===== config.mk =====
export PLATFORM = sky130hd
export DESIGN_NAME = branch_unit
export DESIGN_NICKNAME = d
export VERILOG_FILES = /design/src/rtl/branch_unit.sv
export SDC_FILE = /design/constraint.sdc
export NUM_CORES = 1
export LEC_CHECK = 0
export CORE_UTILIZATION = 41
export CTS_BUF_LIST = sky130_fd_sc_hd__clkbuf_8
export CTS_CLUSTER_DIAMETER = 30
export CTS_CLUSTER_SIZE = 30
export DETAILED_ROUTE_END_ITERATION = 6
export PLACE_DENSITY_LB_ADDON = 0.08
export SYNTH_ARGS = -nofsm -noshare
export SYNTH_HDL_FRONTEND = slang
export SYNTH_SLANG_ARGS = --single-unit

===== constraint.sdc =====
create_clock -name clk_i -period 9.2 [get_ports clk_i]
set_input_delay 1.84 -clock clk_i [delete_from_list [all_inputs] [get_ports clk_i]]
set_output_delay 1.84 -clock clk_i [all_outputs]
set_load 0.01 [all_outputs]

===== src/rtl/branch_unit.sv =====
// branch_unit: branch resolution with an integrated bimodal predictor.
//
// The fetch stage looks up a 2-bit saturating counter table (BHT) by PC to
// get a taken/not-taken prediction. The execute stage presents resolved
// branches; the unit evaluates the condition, flags a mispredict against
// the prediction carried down the pipe, trains the BHT on conditional
// branches and registers a redirect target one cycle later.
//
// Ports:
//   clk_i, rst_ni       clock, synchronous active-low reset
//   pred_pc_i           fetch PC to predict
//   pred_taken_o        combinational prediction (counter MSB)
//   res_valid_i         resolve request valid
//   res_pc_i            PC of the resolving instruction
//   a_i, b_i            rs1 / rs2 operands
//   op_i                condition select (imhotep_pkg::op_csr_e)
//   target_i            computed taken target
//   pred_taken_i        prediction made at fetch for this instruction
//   flush_i             kill in-flight result (no output, no BHT update)
//   res_valid_o         registered result valid (1-cycle pulse)
//   taken_o             resolved direction
//   mispredict_o        resolved direction differs from pred_taken_i
//   redirect_pc_o       correct next PC (holds when idle)
//   error_o             illegal op_i on a valid request
//
// Optional build macro BRANCH_PERF_CNT_EN adds:
//   branch_cnt_o        accepted conditional branches (wraps at 2^32)
//   mispredict_cnt_o    accepted mispredicts, jumps included (wraps at 2^32)

package imhotep_pkg;
  localparam int unsigned XLEN = 32;

  typedef enum logic [3:0] {
    CSR_BEQ  = 4'd0,
    CSR_BNE  = 4'd1,
    CSR_BLT  = 4'd2,
    CSR_BGE  = 4'd3,
    CSR_BLTU = 4'd4,
    CSR_BGEU = 4'd5,
    CSR_JMP  = 4'd6,
    CSR_NOP  = 4'd7
  } op_csr_e;
endpackage

module branch_unit #(
  parameter int unsigned XLEN        = imhotep_pkg::XLEN,
  parameter int unsigned BHT_ENTRIES = 64
) (
  input  logic                  clk_i,
  input  logic                  rst_ni,
  input  logic [XLEN-1:0]       pred_pc_i,
  output logic                  pred_taken_o,
  input  logic                  res_valid_i,
  input  logic [XLEN-1:0]       res_pc_i,
  input  logic [XLEN-1:0]       a_i,
  input  logic [XLEN-1:0]       b_i,
  input  imhotep_pkg::op_csr_e  op_i,
  input  logic [XLEN-1:0]       target_i,
  input  logic                  pred_taken_i,
  input  logic                  flush_i,
  output logic                  res_valid_o,
  output logic                  taken_o,
  output logic                  mispredict_o,
  output logic [XLEN-1:0]       redirect_pc_o,
  output logic                  error_o
`ifdef BRANCH_PERF_CNT_EN
  ,
  output logic [31:0]           branch_cnt_o,
  output logic [31:0]           mispredict_cnt_o
`endif
);

  localparam int unsigned IDX_W = $clog2(BHT_ENTRIES);

  logic [1:0]       bht [BHT_ENTRIES];
  logic [IDX_W-1:0] pred_idx;
  logic [IDX_W-1:0] res_idx;
  logic [1:0]       ctr_cur;
  logic [1:0]       ctr_next;
  logic             cond;
  logic             err;
  logic             is_cond;
  logic             accept;
  logic             mispredict;
  logic [XLEN-1:0]  next_pc;
  logic             unused_pc_bits;

  assign pred_idx       = pred_pc_i[IDX_W+1:2];
  assign res_idx        = res_pc_i[IDX_W+1:2];
  assign unused_pc_bits = ^{pred_pc_i[XLEN-1:IDX_W+2], pred_pc_i[1:0]};

  // Read-before-write: a same-cycle update to this index only shows up
  // after the edge.
  assign pred_taken_o = bht[pred_idx][1];

  assign accept     = res_valid_i && !flush_i;
  assign next_pc    = res_pc_i + XLEN'(4);
  assign mispredict = (cond != pred_taken_i) && !err;

  always_comb begin
    cond    = 1'b0;
    err     = 1'b0;
    is_cond = 1'b1;
    case (op_i)
      imhotep_pkg::CSR_BEQ:  cond = (a_i == b_i);
      imhotep_pkg::CSR_BNE:  cond = (a_i != b_i);
      imhotep_pkg::CSR_BLT:  cond = ($signed(a_i) <  $signed(b_i));
      imhotep_pkg::CSR_BGE:  cond = ($signed(a_i) >= $signed(b_i));
      imhotep_pkg::CSR_BLTU: cond = (a_i <  b_i);
      imhotep_pkg::CSR_BGEU: cond = (a_i >= b_i);
      imhotep_pkg::CSR_JMP: begin
        cond    = 1'b1;
        is_cond = 1'b0;
      end
      imhotep_pkg::CSR_NOP: begin
        cond    = 1'b0;
        is_cond = 1'b0;
      end
      default: begin
        cond    = 1'b0;
        err     = 1'b1;
        is_cond = 1'b0;
      end
    endcase
  end

  always_comb begin
    ctr_cur  = bht[res_idx];
    ctr_next = ctr_cur;
    if (cond) begin
      if (ctr_cur != 2'b11) ctr_next = ctr_cur + 2'b01;
    end else begin
      if (ctr_cur != 2'b00) ctr_next = ctr_cur - 2'b01;
    end
  end

  always_ff @(posedge clk_i) begin
    if (!rst_ni) begin
      for (int unsigned i = 0; i < BHT_ENTRIES; i++) begin
        bht[i] <= 2'b01;
      end
    end else if (accept && is_cond) begin
      bht[res_idx] <= ctr_next;
    end
  end

  always_ff @(posedge clk_i) begin
    if (!rst_ni) begin
      res_valid_o   <= 1'b0;
      taken_o       <= 1'b0;
      mispredict_o  <= 1'b0;
      error_o       <= 1'b0;
      redirect_pc_o <= '0;
    end else begin
      res_valid_o <= accept;
      if (accept) begin
        taken_o       <= cond;
        mispredict_o  <= mispredict;
        error_o       <= err;
        redirect_pc_o <= cond ? target_i : next_pc;
      end else begin
        taken_o      <= 1'b0;
        mispredict_o <= 1'b0;
        error_o      <= 1'b0;
      end
    end
  end

`ifdef BRANCH_PERF_CNT_EN
  always_ff @(posedge clk_i) begin
    if (!rst_ni) begin
      branch_cnt_o     <= '0;
      mispredict_cnt_o <= '0;
    end else if (accept) begin
      if (is_cond)    branch_cnt_o     <= branch_cnt_o + 32'd1;
      if (mispredict) mispredict_cnt_o <= mispredict_cnt_o + 32'd1;
    end
  end
`else
  // Performance counters are not built.
`endif

endmodule


==> impl_summary.md, run 1 <==
STA
Across the routed clock network, the largest skew measured is 0.0150 ns. The headroom to the max-slew limit is 19.7%. Setup repair after global routing left no endpoint under its margin.

The worst path uses 74.0% of the clock period. Setup violations remaining at the end of the flow were counted as 0. The number of failing hold endpoints at the final stage is 0. Summed over all failing endpoints, the final setup total negative slack is 0 ns.

The smallest clock period supported by the final layout is computed as 6.81 ns. The maximum operating frequency is 147 MHz. The max-slew violation count is 0.

At the pin with the least slew margin, the transition time is 1.20 ns.

Clocking
The number of buffers inserted during clock tree synthesis is 17. The clock latency on the worst-skew pair is 0.48 ns. Post-CTS timing repair inserted 0 buffers for setup. The root buffer selected by CTS is clkbuf_8. The clock passes through at most 2 buffers. In this run the number of H-tree levels came out at 4. The number of clock sinks seen by CTS is 164. The number of gates resized after CTS was 0. For this design, the CTS-stage hold fixing added 0 buffers. TritonCTS built the clock tree. After clock tree synthesis, the clock-pin slew on the worst setup and hold paths is 0.10 ns.

Critical path
The critical path's top delay family is buffers and inverters. The worst setup path is captured at an output pin. The startpoint-to-endpoint class of the critical path is in2out.

The required time of the worst setup path is 7.36 ns. The critical path launch point type is an input port. At the worst endpoint, the arrival time is 4.97 ns. The worst-path maximum fanout is 16. In this design, the stage delay of the slowest critical-path cell is 1.15 ns.

For this design, the slowest cell found on the critical path is clkdlybuf4s50_1. The cell seen most often among critical-path stages is mux4_2. Counting both buffers and inverters, the worst setup path holds a total of 2. The signal on the critical path passes through clkdlybuf4s50_1 -> mux4_2 -> mux4_2 -> mux4_2 -> clkdlybuf4s50_1.

Yosys
The synthesized netlist occupies a cell area of 10,300 µm². The count of unique library cells instantiated by Yosys is 68. The multiplexer share of the synthesized area is 9.67%. The net count after synthesis is 1,248. The most used flip-flop cell after synthesis is edfxtp_1.

A synthesized cell averages 9.85 µm². In the synthesized netlist the async set-or-reset flop fraction comes to 0%. After Yosys synthesis, full adders, half adders and majority gates account for 4.01% of the synthesized area. The total number of yosys warnings is 0. For this run, the register share of the synthesized area comes to 44.3%. After synthesis, the largest family of logic cells by area is simple AND/OR/NAND/NOR gates. Counting flops with a built-in enable in the synthesized netlist gives 128. After synthesis the netlist holds a flip-flop and latch count of 164. After technology mapping, the gate count stands at 1,046. Of the total synthesized cell area, the portion taken by XOR and XNOR cells is 2.21%. The post-synthesis simple-gate area fraction is 20.3%. The post-synthesis compound-gate area fraction is 13.2%.

GRT
The number of global-route vias before repair is 9,024. The largest net degree at the start of global routing is 64. In the global route stage, overall resource usage came out at 26.4%.

The first-pass GRT wire length is 52,000 µm. Summed over all layers, the global routing overflow is 0. The initial antenna violation count is 0.

Power and ir drop
The internal power contribution is 0.00117 W. Power spread over the standard cell area amounts to 137 nW/µm². The switching power summed over all nets is 0.000555 W. The switching part of the total is 32.3%. Combinational logic is responsible for 22.3% of the overall power. In this run, the clock network consumes 29.3% of the power. The sequential cell fraction of total power is 48.4%. The analysis attributes to cell leakage a power of 4.24 nW. VDD sags by at most 77.0 µV.

Floorplan
The effective utilization at floorplan is 42.1%. Measured along the y axis, the die boundary spans 161 µm. The core region is 24,500 µm². The count of boundary I/O pins is 206. The area enclosed by the die boundary is 25,800 µm². The die is 161 µm wide. The cell row count is 57.

Placement
The total placed cells including tap cells is 1,467. The number of buffer cells added on primary ports is 179. At the end of routability-driven placement, the weighted congestion stood at 0.822. The cell area after placement is 12,200 µm².

The HPWL reported at the end of detailed placement is 22,500 µm.

Cells and area
The area of all placed cells without fillers is 12,500 µm². After the flow finishes, the layout carries non-filler instances totaling 1,499. The share of post-route cells with drive strength above 1 is 9.79%.

The fraction of the core area covered by cells at the end of the flow is 51.2%. The antenna diode count is 0. The net count of the finished layout is 1,364. The area added between synthesis and finish is 21.5%.

Routing
After detailed routing, the number of remaining DRC violations is 2. Summing over every cut layer, the via total after detailed routing is 9,044. The detailed-router iteration count before antenna repair is 7. The DRC marker count from the first detailed-route iteration is 946. The total routed wirelength is 32,900 µm. In this run the remaining antenna-violating nets after routing total 0. The mean number of vias per cell is 6.03. The wire length per cell is 21.9 µm.

Min path
The path category of the worst min-delay check is reg2reg.

Outcome
The checks that failed: design-rule violations. The run finished, with violations left.

Flow run
The max capacitance violation total is 0.
## path summary, 6_finish.rpt
kind	cells after the start	startpoint	slack (ns)	end
setup / recovery	5	pred_pc_i[3]	2.39	pred_taken_o
hold / removal	2	redirect_pc_o[15]	0.46	redirect_pc_o[15]
setup reg to reg	7	bht[11][0]	5.31	bht[23][1]
hold reg to reg	2	redirect_pc_o[15]	0.46	redirect_pc_o[15]
## final cells by class
cell class | count | area, µm²
Clock buffer | 17 | 234
Clock inverter | 15 | 120
Fill cell | 2277 | 11900
Inverter | 40 | 150
Multi-Input combinational cell | 742 | 5130
Sequential cell | 164 | 4560
Tap cell | 324 | 405
Timing Repair Buffer | 197 | 1910
## synthesized netlist by cell type (all sizes together) (2+ instances only)
| cell type | count | area, µm² |
|---|---|---|
| a221oi | 14 | 129 |
| o21ai | 29 | 145 |
| mux2 | 9 | 101 |
| and3b | 2 | 17.5 |
| edfxtp | 128 | 3840 |
| and3 | 22 | 138 |
| a21oi | 87 | 435 |
| a21boi | 2 | 15.0 |
| nor2 | 23 | 86.3 |
| a221o | 2 | 20.0 |
| nand4 | 81 | 513 |
| and2 | 7 | 43.8 |
| a211oi | 12 | 90.1 |
| nor3b | 3 | 22.5 |
| clkbuf | 55 | 206 |
| ha | 33 | 413 |
| buf | 45 | 288 |
| mux2i | 4 | 40.0 |
| o31ai | 9 | 67.6 |
| mux4 | 38 | 856 |
| xnor2 | 17 | 149 |
| nand2 | 178 | 668 |
| nand2b | 7 | 43.8 |
| inv | 40 | 150 |
| dfxtp | 36 | 721 |
| o22ai | 3 | 18.8 |
| and4 | 3 | 26.3 |
| a22oi | 5 | 37.5 |
| o311ai | 9 | 78.8 |
| xor2 | 9 | 78.8 |
| a31oi | 5 | 31.3 |
| nor4 | 4 | 25.0 |
| or3 | 3 | 18.8 |
| o211ai | 17 | 155 |
| nor3 | 21 | 110 |
| a22o | 3 | 26.3 |
| nand3 | 50 | 250 |
| nor2b | 12 | 75.1 |
## cell usage in the layout, fill, tap and decap left out, drive strengths merged, types with 3 or more instances in the layout
master	instances
mux2	9
and3	22
clkbuf	17
buf	21
nand2b	7
a22oi	5
nand4	81
inv	48
clkdlybuf4s50	176
o21ai	29
o31ai	9
mux2i	4
mux4	38
o211ai	17
and2	7
nand3	50
nor3b	3
a221oi	14
a22o	3
nand2	178
nor3	21
or3	3
a211oi	12
and4	3
dfxtp	36
edfxtp	128
xnor2	17
nor2	23
nor2b	12
a31oi	5
clkinvlp	5
xor2	9
ha	33
a21oi	87
nor4	4
o311ai	9
o22ai	3
## tightest hold or removal path, stage by stage (launching register included)
cell and delay (ns):
dfxtp_1 0.32, nand2_1 0.05, o31ai_1 0.05
## logic make-up (layout without fill, tap and decap cells)
kind of cell    after synthesis  count (layout)
fa+ha+maj                    33              33
flops                       164             164
simple gates                423             423
xor+xnor                     26              26
mux                          51              51
compound gates              209             209
buf+inv                     140             269
## power groups by stage
stage               Clock, W  Sequential [W]  Combinational (W)
finish              0.000504        0.000833           0.000384
global route        0.000538        0.000836           0.000416
CTS                 0.000508        0.000833           0.000383
detailed placement         0        0.000850           0.000381
global placement           0        0.000849           0.000380
floorplan                  0        0.000850           0.000221
## sequential cells by signal, indices dropped and copies added (netlist names)
register	count
taken_o	1
redirect_pc_o	32
mispredict_o	1
res_valid_o	1
bht	128
error_o	1
## through the flow
stage | total power [W] | hold WS, ns | setup slack (ns)
after floorplan | 0.00107 | 0.479 | 3.32
after global placement | 0.00123 | 0.433 | 2.45
after detailed placement | 0.00123 | 0.446 | 2.47
after CTS | 0.00172 | 0.467 | 2.46
after global routing | 0.00179 | 0.479 | 2.37
final | 0.00172 | 0.462 | 2.39
## metal layers
metal  vias to the layer above  track usage (%)  wire, µm
li1                       4188                -         -
met5                         -                0         0
met4                         0             8.27       711
met3                        46             5.37      2400
met2                       387             41.9     15700
met1                      4423             36.1     14100
Note: power is estimated with default switching activity, not from simulation.
==> inputs of run 2 (changes only) <==
Clock period 9.2 ns to 6.5 ns, I/O delays scaled along.
==> impl_summary.md, run 2 (synthesis gave the netlist of run 1 again) <==
STA
The total negative slack for setup checks is 0 ns (unchanged). Based on the critical path, the design can be clocked at up to 181 MHz. The transition time at the pin with the least slew margin was 1.02 ns (-0.184 ns).

The max-slew violation count was 0 (unchanged). The portion of the clock cycle consumed by the worst path in the final layout is 84.8%. Setup repair after global routing left no endpoint under its margin. The worst-case clock skew is 0.0256 ns (+0.0106 ns).

The least setup slack across all paths after layout is 0.986 ns (-1.41 ns). The final hold slack is 0.464 ns (+0.00137 ns). The number of endpoints failing setup at the final stage was 0 (unchanged). The headroom to the max-slew limit was 32.1% (+12 points). The final period demand of the worst path is 5.51 ns. The number of failing hold endpoints at the final stage is 0 (unchanged).

Clocking
The clock latency on the worst-skew pair is 0.48 ns (about the same). The post-CTS setup-driven buffer insertion count is 0 (unchanged). The clock-pin slew on the worst setup and hold paths is 0.09 ns (about the same).

The level count of the clock H-tree came to 4 (unchanged). The number of gates given a new drive strength after cts is 0 (unchanged). The root buffer selected by CTS is clkbuf_8.

The CTS tree is yes. The number of buffers inserted during clock tree synthesis came to 17 (unchanged). The buffer depth of the longest clock path is 2 (unchanged). The number of clock sinks seen by CTS came to 164 (unchanged). The post-cts hold buffer count came to 0 (unchanged).

GRT
The residual overflow from global routing is 0 (unchanged). The number of global-route vias before repair is 8,866 (-1.8%). The initial antenna violation count is 2 (+2). The largest net degree at the start of global routing was 57 (-11%). The global-route usage over all layers is 26.2% (-0.14 points). The met1 usage is 35.6% (-0.42 points).

The first-pass GRT wire length was 51,600 µm (-0.77%). The met3 demand-to-capacity share in global routing is 4.98% (-0.39 points). The global-route met2 utilization is 42.5% (+0.61 points).

The layer flagged by global routing as most heavily used is met2.

Floorplan
The area of the placeable core is 24,500 µm² (unchanged). The width of the die is 161 µm (unchanged). The area enclosed by the die boundary came to 25,800 µm² (unchanged).

The y dimension of the die is 161 µm (unchanged). The effective utilization at floorplan was 42.1% (unchanged). The count of boundary I/O pins is 206 (unchanged). The cell row count was 57 (unchanged).

Cells and area
The share of post-route cells with drive strength above 1 is 10.5% (+0.73 points). The total number of nets in the final design is 1,377 (+0.95%). In the layout the commonest cells are 176 x nand2_1, 176 x clkdlybuf4s50_1, 128 x edfxtp_1. The largest register by flop count is bht.

The total of fill cells in the finished design is 2,234 (-1.9%). Relative to the synthesized area, the layout overhead comes to 23.2%. The largest registers in the layout are bht (128), redirect_pc_o (32).

The flip-flop count of the largest register after layout is 128 (unchanged). The post-route non-filler standard cell count is 1,513 (+0.93%).

Power and ir drop
The power per unit of standard cell area was 199 nW/µm² (+45%). The reported leakage power is 4.36 nW (+2.7%). The worst IR drop on VDD came to 129 µV (+68%). The overall power is 0.00253 W (+47%).

Routing
The DRC violations left is 0 (-2). The total routed wirelength is 33,600 µm (+2.2%). The mean number of vias per cell is 6.01 (-0.33%). The wire length per cell is 22.2 µm (+1.2%).

The detailed-router iteration count before antenna repair is 7 (unchanged). The number of vias after detailed routing was 9,098 (+0.60%). The residual antenna-violating net count after detailed routing was 0 (unchanged). The DRC marker count from the first detailed-route iteration is 760 (-20%).

Placement
The HPWL reported at the end of detailed placement is 23,100 µm (+2.9%). The number of buffer cells added on primary ports came to 179 (unchanged). The final weighted congestion of routability-driven global placement came to 0.845 (+2.8%). The worst slack at placement came to 0.968 ns (-1.50 ns).

The total placed cells including tap cells was 1,480 (+0.89%).

Outcome
The flow ran to the end, and the final reports show no timing, DRC or antenna violations.

Critical path
The startpoint-to-endpoint class of the critical path is in2out. The signal arrival time at the worst endpoint is 4.21 ns (-0.76 ns). The worst-path maximum fanout is 16 (unchanged). STA classifies the critical path startpoint as an input port.

The required time of the worst setup path was 5.20 ns (-2.16 ns). STA classifies the critical path endpoint as an output pin.

Min path
The path category of the worst min-delay check is reg2reg.

Flow run
The max capacitance violation total is 0 (unchanged).
[run 2: cell count changes in the layout (fill, tap and decap cells not counted), sizes merged]
cell	before	now
diode	0	1
bufinv	0	2
clkinv	2	3
clkinvlp	5	2
buf	21	34
[run 2: final cells by class]
class	count	area (µm²)	area share, %
clock buffer	17	234	1.84
clock inverter	15	169	1.33
antenna	1	2.50	0.0197
inverter	40	150	1.18
timing repair buffer	210	2050	16.1
tap	324	405	3.19
sequential	164	4560	35.9
multi-input combinational	742	5130	40.4
[run 2: final timing paths]
path | start | endpoint | slack, ns | cells after the start
setup reg to reg | bht[44][1] | bht[55][0] | 3.30 | 8
setup / recovery | pred_pc_i[2] | pred_taken_o | 0.99 | 6
hold reg to reg | redirect_pc_o[6] | redirect_pc_o[6] | 0.46 | 2
hold / removal | redirect_pc_o[6] | redirect_pc_o[6] | 0.46 | 2
[run 2: worst max-delay path, stage by stage]
cell and delay (ns):
clkdlybuf4s50_1 0.47, buf_4 0.34, mux4_2 0.60, mux4_2 0.52, mux4_2 0.49, clkdlybuf4s50_1 0.50
[run 2: layer usage]
layer / up-vias / share of wire (%)
met5: - / 0.033
met4: 2 / 1.9
met3: 49 / 7.6
met2: 393 / 48
met1: 4426 / 42
li1: 4228 / -
[run 2: per-stage QoR]
| stage | utilization [%] | cell area [µm²] |
|---|---|---|
| floorplan | - | 10300 |
| global placement | 50.3 | 12300 |
| detailed placement | 50.3 | 12300 |
| CTS | 51.9 | 12700 |
| global route | 51.9 | 12700 |
| finish | 51.9 | 12700 |
[run 2: power by group]
part           total, W  internal, W  switching [W]
combinational  0.000561     0.000230       0.000331
sequential      0.00118      0.00116      0.0000189
clock          0.000788     0.000352       0.000436
total           0.00253      0.00174       0.000786
